### config.mk
export PLATFORM = sky130hd
export DESIGN_NAME = pulse_param_loader
export DESIGN_NICKNAME = d
export VERILOG_FILES = /design/src/rtl/pulse_param_pkg.sv /design/src/rtl/pulse_param_txser.sv /design/src/rtl/pulse_param_loader.sv
export SDC_FILE = /design/constraint.sdc
export NUM_CORES = 1
export LEC_CHECK = 0
export CELL_PAD_IN_SITES_DETAIL_PLACEMENT = 1
export CELL_PAD_IN_SITES_GLOBAL_PLACEMENT = 2
export CORE_MARGIN = 2
export CORE_UTILIZATION = 38
export DETAILED_ROUTE_END_ITERATION = 12
export PLACE_DENSITY_LB_ADDON = 0.1
export SETUP_SLACK_MARGIN = 0.1
export SYNTH_ARGS = -nofsm -noshare
export SYNTH_HDL_FRONTEND = slang
export SYNTH_SLANG_ARGS = --single-unit
### constraint.sdc
create_clock -name clk -period 8.2 [get_ports clk]
set_input_delay 1.23 -clock clk [delete_from_list [all_inputs] [get_ports clk]]
set_output_delay 1.23 -clock clk [all_outputs]
set_load 0.1 [all_outputs]
### src/rtl/pulse_param_pkg.sv
// Shared types and constants for the UART pulse-parameter loader.
package pulse_param_pkg;

  typedef enum logic [1:0] {
    ST_RECV      = 2'd0,
    ST_DECODE    = 2'd1,
    ST_SEND      = 2'd2,
    ST_SEND_WAIT = 2'd3
  } state_t;

  localparam logic [6:0] COMMIT_ADDR = 7'h7F;
  localparam int         READ_BIT    = 7;

  // Error replies are the payload checksum inverted; sums start from zero.
  localparam logic [7:0] ERR_XOR  = 8'hFF;
  localparam logic [7:0] SUM_SEED = 8'h00;

  function automatic logic [7:0] add8(input logic [7:0] a, input logic [7:0] b);
    return a + b;
  endfunction

endpackage

### src/rtl/pulse_param_txser.sv
// Response serialiser: holds one reply (1..NBYTES bytes) and hands it to the UART byte by byte.
module pulse_param_txser
  import pulse_param_pkg::*;
#(
  parameter int NBYTES = 5,
  parameter int LW     = $clog2(NBYTES + 1)
) (
  input  logic                clk,
  input  logic                rst_n,
  input  logic                load,
  input  logic [NBYTES*8-1:0] load_bytes,
  input  logic [LW-1:0]       load_len,
  input  logic                send_en,
  input  logic                tx_busy,
  output logic                tx_start,
  output logic [7:0]          tx_byte,
  output logic                more
);

  logic [NBYTES*8-1:0] bytes_q, bytes_d;
  logic [LW-1:0]       len_q, len_d;
  logic [LW-1:0]       idx_q, idx_d;

  always_comb begin
    tx_start = send_en && !tx_busy;
    more     = (idx_q != len_q);
    tx_byte  = 8'h00;
    for (int i = 0; i < NBYTES; i++) begin
      if (idx_q == LW'(i)) tx_byte = bytes_q[i*8 +: 8];
    end

    bytes_d = bytes_q;
    len_d   = len_q;
    idx_d   = idx_q;
    if (load) begin
      bytes_d = load_bytes;
      len_d   = load_len;
      idx_d   = '0;
    end else if (tx_start) begin
      idx_d = idx_q + LW'(1);
    end
  end

  always_ff @(posedge clk or negedge rst_n) begin
    if (!rst_n) begin
      bytes_q <= '0;
      len_q   <= '0;
      idx_q   <= '0;
    end else begin
      bytes_q <= bytes_d;
      len_q   <= len_d;
      idx_q   <= idx_d;
    end
  end

endmodule

### src/rtl/pulse_param_loader.sv
// UART-framed loader for a bank of pulse-parameter registers with checksummed replies.
// Define PULSE_PARAM_SHADOW_EN to stage writes in a shadow bank committed by ctrl 0x7F.
module pulse_param_loader
  import pulse_param_pkg::*;
#(
  parameter int                         NREG     = 16,
  parameter int                         DBYTES   = 4,
  parameter int                         TIMEOUT  = 2_000_000,
  parameter logic [NREG*8*DBYTES-1:0]   RST_VALS = '0
) (
  input  logic                       clk,
  input  logic                       rst_n,
  input  logic                       rx_valid,
  input  logic [7:0]                 rx_byte,
  input  logic                       tx_busy,
  output logic                       tx_start,
  output logic [7:0]                 tx_byte,
  output logic [NREG*8*DBYTES-1:0]   params,
  output logic [NREG-1:0]            upd,
  output logic                       frame_err
);

  localparam int W    = 8 * DBYTES;
  localparam int CW   = $clog2(DBYTES + 1);
  localparam int TW   = $clog2(TIMEOUT + 1);
  localparam int RMAX = DBYTES + 1;
  localparam int LW   = $clog2(RMAX + 1);

  localparam logic [CW-1:0] CNT_CTRL = CW'(DBYTES);
  localparam logic [TW-1:0] TO_LIMIT = TW'(TIMEOUT);
  localparam logic [7:0]    NREG_B   = 8'(NREG);
  localparam logic [LW-1:0] LEN_ONE  = LW'(1);
  localparam logic [LW-1:0] LEN_READ = LW'(RMAX);

  // Handshakes: rx_valid is a one-cycle strobe with no back-pressure, accepted only in
  // RECV; tx_start is a one-cycle request issued only while tx_busy=0, and tx_byte is
  // stable for that cycle. The UART raises tx_busy no later than the cycle after.
  state_t              state_q, state_d;
  logic [CW-1:0]       cnt_q, cnt_d;
  logic [TW-1:0]       idle_q, idle_d;
  logic [W-1:0]        pay_q, pay_d;
  logic [7:0]          ctrl_q, ctrl_d;
  logic                wait_q, wait_d;
  logic [NREG*W-1:0]   params_q, params_d;
  logic [NREG-1:0]     upd_q, upd_d;
  logic                frame_err_q, frame_err_d;
`ifdef PULSE_PARAM_SHADOW_EN
  logic [NREG*W-1:0]   shadow_q, shadow_d;
`endif

  logic                load;
  logic [RMAX*8-1:0]   load_bytes;
  logic [LW-1:0]       load_len;
  logic                send_en;
  logic                tx_more;

  logic [6:0]          addr;
  logic                is_rd;
  logic                addr_ok;
  logic                timed_out;
  logic [7:0]          pay_sum;
  logic [7:0]          reg_sum;
  logic [W-1:0]        reg_sel;

  always_comb begin
    addr      = ctrl_q[6:0];
    is_rd     = ctrl_q[READ_BIT];
    addr_ok   = ({1'b0, addr} < NREG_B);
    timed_out = (cnt_q != '0) && (idle_q == TO_LIMIT);
    pay_sum   = SUM_SEED;
    reg_sum   = SUM_SEED;
    reg_sel   = '0;
    for (int b = 0; b < DBYTES; b++) pay_sum = add8(pay_sum, pay_q[b*8 +: 8]);
    for (int i = 0; i < NREG; i++) begin
      if ({1'b0, addr} == 8'(i)) reg_sel = params_q[i*W +: W];
    end
    for (int b = 0; b < DBYTES; b++) reg_sum = add8(reg_sum, reg_sel[b*8 +: 8]);
  end

  always_comb begin
    state_d     = state_q;
    cnt_d       = cnt_q;
    idle_d      = idle_q;
    pay_d       = pay_q;
    ctrl_d      = ctrl_q;
    wait_d      = wait_q;
    params_d    = params_q;
    upd_d       = '0;
    frame_err_d = 1'b0;
`ifdef PULSE_PARAM_SHADOW_EN
    shadow_d    = shadow_q;
`endif
    load        = 1'b0;
    load_bytes  = '0;
    load_len    = '0;

    case (state_q)
      ST_RECV: begin
        // A byte landing on the expiry cycle still opens the next frame.
        if (timed_out) begin
          frame_err_d = 1'b1;
          idle_d      = '0;
          if (rx_valid) begin
            pay_d[7:0] = rx_byte;
            cnt_d      = CW'(1);
          end else begin
            cnt_d = '0;
          end
        end else if (rx_valid) begin
          idle_d = '0;
          if (cnt_q == CNT_CTRL) begin
            ctrl_d  = rx_byte;
            cnt_d   = '0;
            state_d = ST_DECODE;
          end else begin
            for (int b = 0; b < DBYTES; b++) begin
              if (cnt_q == CW'(b)) pay_d[b*8 +: 8] = rx_byte;
            end
            cnt_d = cnt_q + CW'(1);
          end
        end else if (cnt_q != '0) begin
          idle_d = idle_q + TW'(1);
        end
      end

      ST_DECODE: begin
        state_d = ST_SEND;
        load    = 1'b1;
        if (addr_ok && !is_rd) begin
          for (int i = 0; i < NREG; i++) begin
            if ({1'b0, addr} == 8'(i)) begin
`ifdef PULSE_PARAM_SHADOW_EN
              shadow_d[i*W +: W] = pay_q;
`else
              params_d[i*W +: W] = pay_q;
              upd_d[i]           = 1'b1;
`endif
            end
          end
          load_bytes[7:0] = pay_sum;
          load_len        = LEN_ONE;
        end else if (addr_ok) begin
          load_bytes[W-1:0]  = reg_sel;
          load_bytes[W +: 8] = reg_sum;
          load_len           = LEN_READ;
`ifdef PULSE_PARAM_SHADOW_EN
        end else if (!is_rd && (addr == COMMIT_ADDR)) begin
          params_d        = shadow_q;
          upd_d           = '1;
          load_bytes[7:0] = pay_sum;
          load_len        = LEN_ONE;
`endif
        end else begin
          frame_err_d     = 1'b1;
          load_bytes[7:0] = pay_sum ^ ERR_XOR;
          load_len        = LEN_ONE;
        end
      end

      ST_SEND: begin
        if (tx_start) begin
          state_d = ST_SEND_WAIT;
          wait_d  = 1'b1;
        end
      end

      ST_SEND_WAIT: begin
        // The first cycle gives the UART time to raise tx_busy.
        if (wait_q) begin
          wait_d = 1'b0;
        end else if (!tx_busy) begin
          state_d = tx_more ? ST_SEND : ST_RECV;
        end
      end

      default: state_d = ST_RECV;
    endcase
  end

  always_ff @(posedge clk or negedge rst_n) begin
    if (!rst_n) begin
      state_q     <= ST_RECV;
      cnt_q       <= '0;
      idle_q      <= '0;
      pay_q       <= '0;
      ctrl_q      <= '0;
      wait_q      <= 1'b0;
      params_q    <= RST_VALS;
      upd_q       <= '0;
      frame_err_q <= 1'b0;
`ifdef PULSE_PARAM_SHADOW_EN
      shadow_q    <= RST_VALS;
`endif
    end else begin
      state_q     <= state_d;
      cnt_q       <= cnt_d;
      idle_q      <= idle_d;
      pay_q       <= pay_d;
      ctrl_q      <= ctrl_d;
      wait_q      <= wait_d;
      params_q    <= params_d;
      upd_q       <= upd_d;
      frame_err_q <= frame_err_d;
`ifdef PULSE_PARAM_SHADOW_EN
      shadow_q    <= shadow_d;
`endif
    end
  end

  assign send_en   = (state_q == ST_SEND);
  assign params    = params_q;
  assign upd       = upd_q;
  assign frame_err = frame_err_q;

  pulse_param_txser #(
    .NBYTES (RMAX),
    .LW     (LW)
  ) u_txser (
    .clk        (clk),
    .rst_n      (rst_n),
    .load       (load),
    .load_bytes (load_bytes),
    .load_len   (load_len),
    .send_en    (send_en),
    .tx_busy    (tx_busy),
    .tx_start   (tx_start),
    .tx_byte    (tx_byte),
    .more       (tx_more)
  );

endmodule
# [Word-level counts from Yosys, hierarchy flattened]
# Index checks and enable logic that the tools add are counted.
# Widths: inputs -> output; s select.
[totals] regBits=642 input_bits=12 word_cells=194
[classes] addsub=9 order_cmp=1 eq_ne=35 mux=76 n_bitwise=3 reduce_logical=40
[ops] op="$mux 32" count=18
[ops] op="$mux 8" count=12
[ops] op="$mux 21" count=3
[ops] op="$eq 7x4->1 const B" count=8
[ops] op="$add 8x8->8" count=6
[ops] op="$reduce_and 3->1" count=16
[ops] op="$mux 40" count=1
[ops] op="$mux 16" count=2
[ops] op="$eq 7x3->1 const B" count=4
[ops] op="$mux 3" count=8
[ops] op="$mux 1" count=22
[ops] op="$add 21x1->21 const B" count=1
[ops] op="$eq 21x21->1 const B" count=1
[ops] op="$reduce_and 5->1" count=3
[ops] op="$eq 7x2->1 const B" count=2
[ops] op="$mux 2" count=7
[ops] op="$ne 2x2->1 const B" count=7
[ops] op="$eq 3x2->1 const B" count=4
[ops] op="$not 8->8" count=1
[ops] op="$pmux 2 s4" count=1
[ops] op="$reduce_and 4->1" count=2
[ops] op="$reduce_bool 2->1" count=4
[ops] op="$eq 7x1->1 const B" count=1
[ops] op="$logic_not 7->1" count=1
[ops] op="16 further kinds" count=29

# [Logic depth before layout (Yosys ltp)]
# Gate-level depths: netlist of the first run.
[depth] word_depth=23 depth_mapped=26 depth_no_buf=21

# [Hierarchy]
# Synthesis of the first run repeated with hierarchy kept, for this count alone.
[hier_totals] cells_unflattened=2636 area_unflattened_um2=30967.2
[by_module_without_submodules] module="pulse_param_loader" instances=1 cells_per_inst=2465 area_per_inst_um2=28757.6
[by_module_without_submodules] module="pulse_param_txser" instances=1 cells_per_inst=171 area_per_inst_um2=2209.6

# [Worst setup path before layout of the first run]
# No wires, ideal clock.
[synth_path] path_type="register -> register" start="register params_q[113], in the netlist params[113]" end="register u_txser.bytes_q[39]" setup_ps=78 arrival_ps=5069 slack_ps=3054 stages_incl_launch_ff=21 path_buffers=0 period_less_slack_ps=5146 path_cell_list="dfrtp_1 -> mux4_2 -> a221oi_1 -> o21ai_0 -> o21ai_0 -> o2bb2ai_1 -> nand2_1 -> fa_1 -> inv_1 -> fa_1 -> inv_1 -> ha_1 -> fa_1 -> a21o_1 -> a21oi_1 -> o21bai_1 -> a21oi_1 -> xnor2_1 -> xnor2_2 -> xnor3_1 -> o21ai_1"
[synth_between] elab_chain_len=18
[synth_rtl] item="from (decl)" line_no="pulse_param_loader.sv:44" rtl="logic [NREG*W-1:0] params_q, params_d;"
[synth_rtl] item="from (signal assigned)" line_no="pulse_param_loader.sv:201" rtl="params_q <= params_d;"
[synth_rtl] item="$mux 32 (13 in series)" line_no="pulse_param_loader.sv:75" rtl="if ({1'b0, addr} == 8'(i)) reg_sel = params_q[i*W +: W];"
[synth_rtl] item="$add 8x8->8 (2 in series)" line_no="pulse_param_pkg.sv:19" rtl="return a + b;"
[synth_rtl] item="$mux 32" line_no="pulse_param_loader.sv:142" rtl="end else if (addr_ok) begin"
[synth_rtl] item="$mux 32" line_no="pulse_param_loader.sv:129" rtl="if (addr_ok && !is_rd) begin"
[synth_rtl] item="$mux 40" line_no="pulse_param_loader.sv:97" rtl="case (state_q)"
[synth_rtl] item="to (signal assigned)" line_no="pulse_param_txser.sv:50" rtl="bytes_q <= bytes_d;"
[synth_rtl] item="to (decl)" line_no="pulse_param_txser.sv:20" rtl="logic [NBYTES*8-1:0] bytes_q, bytes_d;"
# Every way passes these cells.
# A chain may end at the register's enable or synchronous reset.

# [Final worst setup path of the first run]
[layout_path] start="register ctrl_q[3]" end="register u_txser.bytes_q[39]"
[layout_between] elab_chain_len=23
[layout_rtl] item="from (decl)" line_no="pulse_param_loader.sv:42" rtl="logic [7:0] ctrl_q, ctrl_d;"
[layout_rtl] item="from (signal assigned)" line_no="pulse_param_loader.sv:199" rtl="ctrl_q <= ctrl_d;"
[layout_rtl] item="$logic_not 7->1" line_no="pulse_param_loader.sv:75"
[layout_rtl] item="$mux 32 (16 in series)" line_no="pulse_param_loader.sv:75"
[layout_rtl] item="$add 8x8->8 (3 in series)" line_no="pulse_param_pkg.sv:19"
[layout_rtl] item="$mux 32" line_no="pulse_param_loader.sv:142"
[layout_rtl] item="$mux 32 *" line_no="pulse_param_loader.sv:129"
[layout_rtl] item="$mux 40 *" line_no="pulse_param_loader.sv:97"
# Every way passes the cells marked *; elsewhere a longest branch is shown, timed or not.

==> impl_metrics.json, run 1 <==
{
  "setup_tns_ns": 0,
  "rsz0062_at_grt": "false",
  "yosysTopAreaCell": "dfrtp_1",
  "ys_ff_latch": 641,
  "regToRegSetupSlack_ns": 1.80,
  "synth.top_cell.area_share": 0.521,
  "ant_nets": 0,
  "yosys_warnings": 0,
  "finClkSkew_ns": 0.0236,
  "grt_usage": 0.340,
  "num_io_pins": 550,
  "status": "complete, no violations",
  "critical-path-top-delay-family": "simple AND/OR/NAND/NOR gates",
  "regToRegStartpoint": "ctrl_q[3]",
  "swShare": 0.429,
  "cts_tree": "yes",
  "power_density_nw_per_um2": 292,
  "ctsResizeCount": 0,
  "dr.pass1.iters": 8,
  "slew_headroom": 0.116,
  "crit_buf_inv": 1,
  "vias": 24760,
  "synth_area_per_cell_sq_um": 12.2,
  "regToRegEndpoint": "u_txser.bytes_q[39]",
  "clockBufferDepth": 3,
  "hpwl_mm": 103,
  "fin_crit_sh": 0.780,
  "hold_violations": 0,
  "power.share.clock": 0.299,
  "synthArstFlopShare": 1.00,
  "synth_cells": 2534,
  "combPwrFrac": 0.353,
  "cts_setup_buffers": 0,
  "antenna_found_initial": 7,
  "rows": 104,
  "clock_latency_ns": 0.64,
  "synth_edf_count": 0,
  "gp_congestion": 0.912,
  "worstHoldStart": "u_txser.bytes_q[38]",
  "grt_max_degree": 154,
  "maxCapViolCount": 0,
  "critPathLaunchType": "flip-flop",
  "htreeDepth": 3,
  "path_cells": "or4_1 -> nor2_4 -> a221oi_1 -> nor2_1 -> a211oi_1 -> or2_2 -> fa_1 -> fa_1 -> inv_1 -> ha_1 -> fa_1 -> a21o_1 -> a21oi_1 -> o21bai_1 -> a21oi_1 -> xnor2_1 -> xnor2_2 -> xnor3_1 -> o21ai_1",
  "nets": 3086,
  "drc": 0,
  "wl_mm": 143,
  "drtIter0Drc": 2297,
  "whs_path_depth": 2,
  "grt_overflow": 0,
  "syn_area_sq_um": 30800,
  "path_clk_slew_ns": 0.06,
  "clock.fmax_mhz": 156,
  "worstSetupEndpointType": "flip-flop",
  "switchingPower_mw": 4.99,
  "rr_worst_depth": 19,
  "drive_above_1_share": 0.250,
  "initial_core_util": 0.383,
  "peakVddDrop_v": 0.000210,
  "cts.sinks": 641,
  "worstPathArrival_ns": 6.95,
  "dieArea_sq_um": 83400,
  "cp_slowest_cell": "or4_1",
  "final_common_cell": "dfrtp_1",
  "final_cell_mix": "dfrtp_1, clkdlybuf4s50_1, mux2_2",
  "power_frac_seq": 0.347,
  "finalSetupViolCount": 0,
  "drv_slew": 0,
  "period_needed_ns": 6.40,
  "p_leak_nw": 18.6,
  "holdCritPathClass": "reg2reg",
  "worstPathMaxFanout": 15,
  "grt_pass1_wl_mm": 202,
  "worstMarginPinSlew_ns": 1.33,
  "cpMostUsedCell": "fa_1",
  "via_per_inst": 5.97,
  "ys_seq_area_frac": 0.521,
  "wl_per_cell_um": 34.4,
  "die_w_um": 289,
  "grt_pass1_vias": 25953,
  "io_buffers": 549,
  "synth.net_count": 2600,
  "area_delta_synth_final_pct": 29.2,
  "die_y_um": 289,
  "worst_path_largest_cell_delay_ns": 1.00,
  "crit_type": "reg2reg",
  "synth_area_leaders": "dfrtp_1, mux2_2, mux4_2",
  "yosysUniqueCellTypes": 73,
  "whs_endpoint": "u_txser.bytes_q[38]",
  "critical_path_required_ns": 8.75,
  "synth-main-ff-cell": "dfrtp_1",
  "core_area_sq_um": 80400,
  "numCtsBuffers": 74,
  "cts_hold_buf": 0,
  "fin_hold_ws_ns": 0.483,
  "cts_root_buf": "clkbuf_16",
  "p_int_mw": 6.64
}
==> sequential cells by signal, summed over array words and instances, names as in the netlist <==
register and count:
params 512, frame_err 1, upd 16, ctrl_q 8, idle_q 21, u_txser.bytes_q 40, u_txser.len_q 2, u_txser.idx_q 3
state_q 2, cnt_q 3, wait_q 1, pay_q 32
==> cell type report <==
class / count / area (sq um)
Clock buffer: 110 / 2160
Tap cell: 1060 / 1330
Sequential cell: 641 / 16100
Clock inverter: 25 / 345
Timing Repair Buffer: 602 / 5940
Inverter: 54 / 203
Multi-Input combinational cell: 1647 / 13800
Antenna cell: 5 / 12.5
Fill cell: 8321 / 40600
==> worst max-delay path by stage <==
stage / start / cells after the start / to / slack (ns)
2_1_floorplan: params[113] / 20 / u_txser.bytes_q[39] / 3.05
3_3_place_gp: ctrl_q[3] / 19 / u_txser.bytes_q[39] / 2.03
3_5_place_dp: ctrl_q[3] / 19 / u_txser.bytes_q[39] / 1.92
4_1_cts: ctrl_q[3] / 19 / u_txser.bytes_q[39] / 1.86
5_1_grt: ctrl_q[3] / 19 / u_txser.bytes_q[39] / 1.59
6_report: ctrl_q[3] / 19 / u_txser.bytes_q[39] / 1.80
==> power groups by stage <==
| stage | Sequential, mW | Combinational [mW] | Clock [mW] |
|---|---|---|---|
| after floorplan | 3.56 | 2.73 | 0 |
| after global placement | 4.05 | 3.92 | 0 |
| after detailed placement | 4.08 | 4.00 | 0 |
| after CTS | 4.02 | 4.02 | 3.52 |
| after global routing | 4.06 | 4.34 | 3.64 |
| final | 4.04 | 4.11 | 3.48 |
==> stage by stage <==
stage	instance area (sq um)	worst slack, ns	power [mW]	instances	utilization
5_1_grt	39800	1.59	12.0	4141	0.495
2_1_floorplan	30800	3.05	6.30	2534	-
4_1_cts	39800	1.86	11.6	4139	0.495
3_3_place_gp	37300	2.03	7.97	4004	0.464
3_5_place_dp	37300	1.92	8.07	4004	0.464
6_report	39800	1.80	11.6	4144	0.495
==> cells in the mapped netlist (12+ instances only) <==
cell        n
clkbuf_1   79
buf_4      22
fa_1       28
o22ai_1    21
nor3_1     26
a22o_1     24
mux2_1     12
a222oi_1   13
mux4_2     40
nand3_1    37
a22oi_1    12
xnor2_1    23
o21ai_0   125
a31oi_1    13
a21oi_1   115
buf_2      69
buf_1      22
a211oi_1   16
inv_1      50
nand2_1   236
xor2_1     15
dfrtp_1   641
nor2b_1    14
a21o_1     12
nor2_1    113
mux2_2    515
ha_1       26
o211ai_1   14
mux2i_1    53
==> worst min-delay path, stage by stage (launching register included) <==
cell	delay, ns
dfrtp_1	0.34
nand2_1	0.05
o21ai_0	0.06
==> kinds of logic after synthesis <==
logic type,after synthesis,synth area share
XOR/XNOR,40,0.0121
buffers and inverters,246,0.0355
AND/OR/NAND/NOR,497,0.0739
adder cells (fa/ha/maj),54,0.0288
multiplexers,620,0.239
AO/OA/AOI/OAI,436,0.0902
flip-flops,641,0.521
==> routing by layer <==
layer | track usage | vias up | wire length [um]
met5 | 0 | - | 0
met4 | 0.112 | 0 | 4960
met3 | 0.0706 | 227 | 10900
met2 | 0.551 | 1103 | 68300
met1 | 0.455 | 13338 | 58500
li1 | - | 10092 | -
Note: power is estimated with default switching activity, not from simulation.
==> inputs of run 2 (changes only) <==
CORE_UTILIZATION = 32   (was 38)
clock period = 5.7 ns   (was 8.2 ns; I/O delays follow)
==> run 2 against run 1 <==
- sequential share of layout area is 1.2 points lower
- design area is 3.1% higher
- setup slack worse by 1.5 ns
- sequential power is 39% higher
- register-to-register slack worse by 1.5 ns
- sequential cell count stayed put
- critical path depth is 3 higher
- maximum frequency is 19% higher
- highest routed layer unchanged
- routed wire length is 4.7% higher
==> impl_metrics.json, run 2 (synthesis results as in run 1) <==
{
  "finalSetupViolCount": 0,
  "worst_path_largest_cell_delay_ns": 0.56,
  "worstSetupEndpointType": "flip-flop",
  "power.share.clock": 0.294,
  "dieArea_sq_um": 98800,
  "htreeDepth": 3,
  "drive_above_1_share": 0.281,
  "swShare": 0.424,
  "rows": 113,
  "grt_pass1_wl_mm": 210,
  "wl_per_cell_um": 33.6,
  "crit_type": "reg2reg",
  "setup_tns_ns": 0,
  "pre_cts_slack_ns": 0.114,
  "rr_worst_depth": 22,
  "grt_usage": 0.298,
  "hpwl_mm": 110,
  "area_delta_synth_final_pct": 33.3,
  "grt_pass1_vias": 26232,
  "cp_slowest_cell": "fa_1",
  "worstPathArrival_ns": 5.93,
  "p_int_mw": 10.1,
  "numCtsBuffers": 77,
  "finClkSkew_ns": 0.0339,
  "dr.pass1.iters": 8,
  "p_leak_nw": 19.2,
  "maxCapViolCount": 0,
  "cts.sinks": 641,
  "path_clk_slew_ns": 0.06,
  "die_w_um": 314,
  "crit_buf_inv": 5,
  "switchingPower_mw": 7.42,
  "initial_core_util": 0.324,
  "io_buffers": 549,
  "largest_reg_flops": 512,
  "status": "complete, no violations",
  "n_fill_cell": 9989,
  "fin_hold_ws_ns": 0.247,
  "clock.fmax_mhz": 186,
  "grt_overflow": 0,
  "cpMostUsedCell": "fa_1",
  "gp_congestion": 0.876,
  "rsz0062_at_grt": "false",
  "final_common_cell": "dfrtp_1",
  "combPwrFrac": 0.385,
  "path_depth": 22,
  "path_cells": "clkbuf_4 -> buf_4 -> or2_2 -> buf_4 -> nor2_1 -> a211oi_1 -> a221o_1 -> o21ai_0 -> a21oi_1 -> fa_1 -> inv_1 -> fa_1 -> inv_1 -> fa_1 -> a21o_1 -> a21oi_2 -> o21bai_1 -> a21oi_2 -> xnor2_2 -> xnor2_2 -> xnor3_1 -> o21ai_1",
  "grt_max_degree": 127,
  "drv_slew": 0,
  "final_cell_mix": "dfrtp_1, clkdlybuf4s50_1, mux2_2",
  "vias": 24741,
  "holdCritPathClass": "in2async",
  "die_y_um": 314,
  "cts_tree": "yes",
  "fin_crit_sh": 0.944,
  "cts_root_buf": "clkbuf_16",
  "clockBufferDepth": 3,
  "worstPathMaxFanout": 11,
  "nets": 3176,
  "power_density_nw_per_um2": 426,
  "setup_slack_ns": 0.318,
  "drtIter0Drc": 2258,
  "critical_path_required_ns": 6.25,
  "num_io_pins": 550,
  "worstMarginPinSlew_ns": 1.19,
  "period_needed_ns": 5.38,
  "cts_hold_buf": 0,
  "core_area_sq_um": 95200,
  "via_per_inst": 5.57,
  "slew_headroom": 0.207,
  "critPathLaunchType": "flip-flop",
  "ant_nets": 0,
  "antenna_found_initial": 8,
  "drc": 0,
  "clock_latency_ns": 0.66,
  "peakVddDrop_v": 0.000217,
  "power_frac_seq": 0.321,
  "critical-path-top-delay-family": "compound AO/OA/AOI/OAI gates",
  "hold_violations": 0,
  "wl_mm": 149
}
run 2: changes by cell type in the layout (fill, tap and decap cells not counted), sizes merged:
cell	before	now
buf	56	145
clkdlybuf4s50	546	543
inv	55	53
clkinvlp	3	4
bufinv	7	6
clkinv	14	23
run 2: path summary, 6_finish.rpt:
| path | slack (ns) | end | start |
|---|---|---|---|
| hold / removal | 0.25 | params[440] | rst_n |
| setup reg to reg | 0.32 | u_txser.bytes_q[39] | ctrl_q[1] |
| max in group asynchronous | 4.16 | params[138] | rst_n |
| min in group clk | 0.48 | u_txser.bytes_q[30] | u_txser.bytes_q[30] |
| setup / recovery | 0.32 | u_txser.bytes_q[39] | ctrl_q[1] |
| hold reg to reg | 0.48 | u_txser.bytes_q[30] | u_txser.bytes_q[30] |
run 2: power by group through the flow:
stage / clock [mW] / sequential, mW / combinational (mW)
after global routing: 5.43 / 5.64 / 7.17
after CTS: 5.25 / 5.61 / 6.48
after global placement: 0 / 5.66 / 6.40
final: 5.15 / 5.62 / 6.74
after detailed placement: 0 / 5.69 / 6.45
after floorplan: 0 / 5.13 / 3.93
run 2: layout make-up:
cell class / count / area (sq um) / share of cell area
Timing Repair Buffer: 689 / 6750 / 0.164
Tap cell: 1265 / 1580 / 0.0385
Antenna cell: 5 / 12.5 / 0.000305
Clock inverter: 32 / 358 / 0.00871
Sequential cell: 641 / 16100 / 0.391
Multi-Input combinational cell: 1647 / 13800 / 0.337
Clock buffer: 109 / 2260 / 0.0550
Inverter: 54 / 203 / 0.00494
run 2: metal layers:
metal  vias up  share of wire  wire [um]  GRT usage
met5         -              0          0          0
li1      10283              -          -          -
met1     13285           0.44      64900      0.408
met3       225          0.058       8620     0.0489
met4         0          0.035       5220     0.0944
met2       948           0.47      70500      0.483
run 2: what timing repair did:
item	4_1_cts	5_1_grt
buffers inserted	0	18
endpoints found under the setup margin	1	1
cloned	0	0
pin swaps	0	6
resized for setup	2	23
run 2: worst reg2reg max path, delay by kind of cell, from the launching register on:
family / cells / cell delay [ns]
adder cells (fa/ha/maj): 3 / 1.42
AO/OA/AOI/OAI: 9 / 1.51
XOR/XNOR: 3 / 0.64
AND/OR/NAND/NOR: 2 / 0.46
flip-flops: 1 / 0.53
buffers and inverters: 5 / 0.73
run 2: through the flow:
step,utilization,total power [mW],cell area (sq um),std cells
2_1_floorplan,-,9.06,30800,2534
3_3_place_gp,0.401,12.1,38200,4278
3_5_place_dp,0.401,12.1,38200,4278
4_1_cts,0.429,17.3,40800,4419
5_1_grt,0.432,18.2,41100,4440
6_report,0.432,17.5,41100,4442
